File: src/rtl/branch_resolve.sv
// Stage-3 branch/jump resolver: evaluates the branch condition, drives the
// registered PC redirect into fetch, holds flush for FLUSH_CYCLES and writes the JAL link.
module branch_resolve #(
  parameter int unsigned         PC_WIDTH     = 16,
  parameter int unsigned         OFF_WIDTH    = 12,
  parameter logic [PC_WIDTH-1:0] PC_INITIAL   = '0,
  parameter int unsigned         FLUSH_CYCLES = 2
) (
  input  logic                 clk_in,
  input  logic                 RST,
  input  logic                 done_in,
  input  logic                 valid,
  input  logic [PC_WIDTH-1:0]  pc_in,
  input  logic [2:0]           br_type,
  input  logic [OFF_WIDTH-1:0] offset,
  input  logic [PC_WIDTH-1:0]  reg_target,
  input  logic                 flag_z,
  input  logic                 flag_n,
  output logic                 pc_chg,
  output logic [PC_WIDTH-1:0]  pc_out,
  output logic                 flush,
  output logic                 link_we,
  output logic [PC_WIDTH-1:0]  link_data,
  output logic                 done
);

  typedef enum logic [2:0] {
    BR_NONE = 3'd0,
    BR_BEQ  = 3'd1,
    BR_BNE  = 3'd2,
    BR_BLT  = 3'd3,
    BR_JMP  = 3'd4,
    BR_JAL  = 3'd5,
    BR_JR   = 3'd6,
    BR_RSVD = 3'd7
  } br_e;

  typedef enum logic {
    IDLE,
    FLUSH
  } state_e;

  state_e              state_q;
  logic [3:0]          cnt_q;
  logic                pc_chg_q;
  logic [PC_WIDTH-1:0] pc_out_q;
  logic                flush_q;
  logic                link_we_q;
  logic [PC_WIDTH-1:0] link_data_q;
  logic                done_q;

  logic                accept;
  logic                taken;
  logic [PC_WIDTH-1:0] target;

  assign accept = done_in & valid & (state_q == IDLE);

  always_comb begin
    taken  = 1'b0;
    target = pc_in + PC_WIDTH'(signed'(offset));
    case (br_type)
      BR_BEQ:  taken = flag_z;
      BR_BNE:  taken = ~flag_z;
      BR_BLT:  taken = flag_n;
      BR_JMP:  taken = 1'b1;
      BR_JAL:  taken = 1'b1;
      BR_JR: begin
        taken  = 1'b1;
        target = reg_target;
      end
      default: taken = 1'b0;
    endcase
  end

  // Every redirect passes through FLUSH (even with FLUSH_CYCLES=1, counter
  // starts at 0) so redirects stay at least FLUSH_CYCLES+1 edges apart.
  always_ff @(posedge clk_in or negedge RST) begin
    if (!RST) begin
      state_q     <= IDLE;
      cnt_q       <= '0;
      pc_chg_q    <= 1'b0;
      pc_out_q    <= PC_INITIAL;
      flush_q     <= 1'b0;
      link_we_q   <= 1'b0;
      link_data_q <= '0;
      done_q      <= 1'b0;
    end else begin
      done_q    <= done_in;
      pc_chg_q  <= 1'b0;
      link_we_q <= 1'b0;
      case (state_q)
        IDLE: begin
          if (accept && taken) begin
            pc_chg_q <= 1'b1;
            pc_out_q <= target;
            flush_q  <= 1'b1;
            cnt_q    <= 4'(FLUSH_CYCLES - 1);
            state_q  <= FLUSH;
            if (br_type == BR_JAL) begin
              link_we_q   <= 1'b1;
              link_data_q <= pc_in;
            end
          end
        end
        FLUSH: begin
          if (cnt_q == '0) begin
            flush_q <= 1'b0;
            state_q <= IDLE;
          end else begin
            cnt_q <= cnt_q - 4'd1;
          end
        end
        default: state_q <= IDLE;
      endcase
    end
  end

  assign pc_chg    = pc_chg_q;
  assign pc_out    = pc_out_q;
  assign flush     = flush_q;
  assign link_we   = link_we_q;
  assign link_data = link_data_q;
  assign done      = done_q;

endmodule

File: config.mk
export PLATFORM = sky130hd
export DESIGN_NAME = branch_resolve
export DESIGN_NICKNAME = d
export VERILOG_FILES = /design/src/rtl/branch_resolve.sv
export SDC_FILE = /design/constraint.sdc
export NUM_CORES = 1
export LEC_CHECK = 0
export CAP_MARGIN = 20
export CORE_MARGIN = 2
export CORE_UTILIZATION = 45
export DETAILED_ROUTE_END_ITERATION = 10
export PLACE_DENSITY = 0.88
export SYNTH_ARGS = -nofsm -noshare
export SYNTH_HDL_FRONTEND = slang
export SYNTH_SLANG_ARGS = --single-unit
File: constraint.sdc
create_clock -name clk_in -period 2.05 [get_ports clk_in]
set_input_delay 0.41 -clock clk_in [delete_from_list [all_inputs] [get_ports clk_in]]
set_output_delay 0.41 -clock clk_in [all_outputs]
set_load 0.01 [all_outputs]
* After elaboration in Yosys (flattened, before gate mapping)
Index checks and enable logic that the tools add are counted.
** Operators by class
- $add $sub $neg :: 2
- Eq/ne operators :: 9
- Bitwise logic cells :: 4
- Reduce and logical (&&, ||, !) cells :: 7
- Muxes and demuxes :: 15
** Operators with widths (number)
- adder 16 bit :: 1
- 2-to-1 mux 16 bit :: 1
- equality test 3 bit (second input constant) :: 3
- 2-to-1 mux 1 bit :: 8
- 2-to-1 mux 4 bit :: 2
- case mux 4 bit (2 select lines) :: 1
- equality test 3 x 2 -> 1 bit (second input constant) :: 2
- AND reduction 2 bit :: 3
- zero test 4 bit :: 1
- inequality test 2 x 1 -> 1 bit (second input constant) :: 2
- case mux 1 bit (2 select lines) :: 2
- case mux 1 bit (4 select lines) :: 1
- subtractor 4 x 1 -> 4 bit (second input constant) :: 1
- equality test 3 x 1 -> 1 bit (second input constant) :: 1
- AND reduction 3 bit :: 1
- OR reduction 3 bit :: 1
- AND 1 bit :: 2
- inequality test 2 bit (second input constant) :: 1
- inverter 1 bit :: 2
- logical AND 1 bit :: 1
** Word-level totals
- Logic and storage cells :: 45
- Register bits :: 41

* Longest topological paths before layout
- Word-level depth :: 6
- Mapped depth :: 8
- Gate-level depth less buffers :: 8

* Worst setup path after synthesis
Ideal clock, no wire load.
- Path kind :: in2reg
- Start point :: input port offset[0]
- End point :: register pc_out_q[8], in the netlist pc_out[8]
- Arrival :: 1.948 ns
- Path buffers :: 0
- Setup slack :: -0.017 ns
- Cell stages on the path :: 8
- Library setup time :: 0.119 ns
- Data required time :: 1.931 ns
- Cells stage by stage :: ha_1 > fa_1 > a21oi_1 > o211ai_1 > a221oi_1 > xor2_1 > o21ai_0 > o21a_1
** Between the ends
- Cells in the longest elaborated chain, start to end :: 2
** RTL lines
- start, declared :: line 15 : input logic [OFF_WIDTH-1:0] offset,
- adder 16 bit :: line 60 : target = pc_in + PC_WIDTH'(signed'(offset));
- 2-to-1 mux 16 bit :: line 61 : case (br_type)
- end signal, assigned :: line 95 : pc_out_q <= target;
- end, declared :: line 46 : logic [PC_WIDTH-1:0] pc_out_q;
No other way between the ends.
A chain may end at the register's enable or synchronous reset.

* Worst setup path after layout
- Start point :: input port offset[11]
- End point :: register pc_out_q[15], in the netlist pc_out[15]
The elaborated chain is that of the path after synthesis.

==> reports/metrics.csv <==
metric;value;unit
status;complete, no violations;
reg2regPathDepth;4;
power_leakage;0.00194;uW
max_slew_margin;64.3;%
nNetsFinal;451;
syn_inst;251;
r2r-start;state_q;
die_h;78.5;um
synthDistinctLibCells;50;
drcViolationCount;0;
yosys_register_bits;41;
routed_wl;7660;um
antenna_found_initial;0;
grt_max_degree;22;
hold_viol_final;0;
initial_core_util;45.9;%
root_buffer;clkbuf_8;
die_w;78.5;um
ant_nets;0;
boundaryPins;89;
p_per_area;922;mW/mm2
multi_input_comb_area;0.00160;mm2
clk_pin_slew;90;ps
vias;2464;
drv_slew;0;
htree_levels;2;
synthArstFlopShare;100;%
start_kind;primary input;
grt_usage;24.4;%
r2r_slack;440;ps
dp_hpwl;5540;um
drv.max_cap_violation_count;0;
crit_arrival;2170;ps
period_needed;1970;ps
final_core_util;75.7;%
clk-insertion-delay-late;310;ps
final_layout_size_suffix_gt1_share;27.0;%
area_growth_syn_to_layout;64.9;%
first_pass_iters;4;
routed_via_density;5.43;
grt_remaining_overflow;0;
syn_nets;321;
vdd_ir_drop_max;554;uV
place_congestion;0.895;
max_clock_freq;508;MHz
drt_iter0_drc;145;
tns;0;ps
grt_pass1_wl;11900;um
postSynthAreaPerCell;9.94;um2
diodes;0;
seqCellArea;0.00103;mm2
worst_pin_slew;535;ps
rr_endpoint;link_data[12];
synth_ff_type;dfrtp_1;
cts.sinks;41;
dieArea;0.00616;mm2
wl_per_cell;16.9;um
cts_tree;built;
grt_pass1_vias;2532;
fin_crit_sh;96.1;%
synth_edf_count;0;
layout_commonest_cell;clkdlybuf4s50_1;
io_buffers;88;
ys_seq_area_share;41.1;%
clk_path_buf_depth;2;
hold_class;in -> async;
n_fill_cell;339;
required;2250;ps
skew;8.69;ps
crit_fanout;7;
most-common-layout-cells;clkdlybuf4s50_1, buf_4, dfrtp_1, nand2_1, nand3_1;
holdBufCountCts;0;
cp-end-kind;flip-flop;
fp-row-count;27;
path_class;in -> reg;
totalPowerFinal;3790;uW
setup_viol;0;
core_area;0.00544;mm2
yosysWarnings;0;
syn_area;0.00250;mm2
cts_made_buffers;5;
final cells by class:
cell class | instances | area share (%)
clock buffers | 5 | 1.67
clock inverters | 3 | 1.12
well taps | 72 | 2.19
flip-flops and latches | 41 | 24.9
repair buffers | 134 | 30.7
multi-input cells | 194 | 38.9
inverters | 5 | 0.456
synthesized netlist by cell type, types with 2 or more instances:
cell type	count	share of area, %
a21o_1	4	1.2
a21oi_1	13	2.6
a221oi_1	2	0.70
a31oi_1	2	0.50
and3_1	7	1.8
and3b_1	2	0.70
buf_2	6	1.2
clkbuf_1	3	0.45
dfrtp_1	41	41
ha_1	16	8.0
inv_1	4	0.60
mux2_1	2	0.90
mux2_2	15	6.8
mux2i_1	9	3.6
nand2_1	27	4.1
nand3_1	20	4.0
nor2_1	12	1.8
nor2b_1	4	1.0
nor3_1	4	0.80
o211ai_1	3	0.90
o21ai_0	16	3.2
or3_1	3	0.75
xnor2_1	6	2.1
xor2_1	4	1.4
through the flow:
stage                     cell area (um2)  hold WS, ps  setup WS [ps]  instances
final                                4120         66.8           79.8        454
after global routing                 4120          101          -12.0        454
after CTS                            3950         92.8           1.19        452
after detailed placement             3740          421           -565        441
after global placement               3740          405           -492        441
after floorplan                      2500          114           8.79        251
sequential cells by signal, summed over array words and instances, names as in the netlist:
signal / cells
pc_out: 16
state_q: 1
flush: 1
link_we: 1
done: 1
pc_chg: 1
link_data: 16
cnt_q: 4
worst max-delay path by stage:
| stage | from | endpoint | slack, ps | depth (start not counted) |
|---|---|---|---|---|
| detailed placement | pc_in[0] | pc_out[8] | -570 | 9 |
| CTS | pc_in[11] | pc_out[14] | 1 | 8 |
| finish | offset[11] | pc_out[15] | 80 | 9 |
| global placement | pc_in[0] | pc_out[8] | -490 | 9 |
| global route | offset[11] | pc_out[15] | -10 | 9 |
| floorplan | offset[0] | pc_out[8] | 9 | 8 |
critical path, stage by stage:
cell and delay (ps):
dlygate4sd2_1 400, ha_4 260, buf_4 160, a21oi_4 140, nor2b_1 100, o21ai_0 210
nand4b_1 180, mux2i_1 210, nand3_1 100
layer usage:
metal  share of wire, %  routed length, um  track usage, %  vias up
li1                   -                  -               -     1169
met1                 41               3170            30.2     1190
met2                 51               3920            42.7       88
met3                5.3                405            5.06       17
met4                2.1                164            7.72        0
met5                  0                  0               0        -
kinds of logic (layout without fill, tap and decap cells):
| group | count (synthesis) | after routing | share of synthesized area [%] |
|---|---|---|---|
| AO/OA/AOI/OAI | 53 | 53 | 14.3 |
| XOR/XNOR | 10 | 10 | 3.51 |
| adder cells (fa/ha/maj) | 17 | 17 | 8.82 |
| buffers and inverters | 16 | 147 | 3.01 |
| flip-flops | 41 | 41 | 41.1 |
| multiplexers | 26 | 26 | 11.3 |
| AND/OR/NAND/NOR | 88 | 88 | 17.9 |
power breakdown:
group / switching, uW / internal, uW / leakage [uW]
clock: 320 / 365 / 0.0000543
combinational: 751 / 1010 / 0.00137
sequential: 205 / 1140 / 0.000514
timing repair:
action	4_1_cts	5_1_grt
setup buffers	3	2
endpoints found under the hold margin	0	0
endpoints found under the setup margin	10	11
pin swaps	14	20
gates resized for setup	21	34
Note: power is estimated with default switching activity, not from simulation.
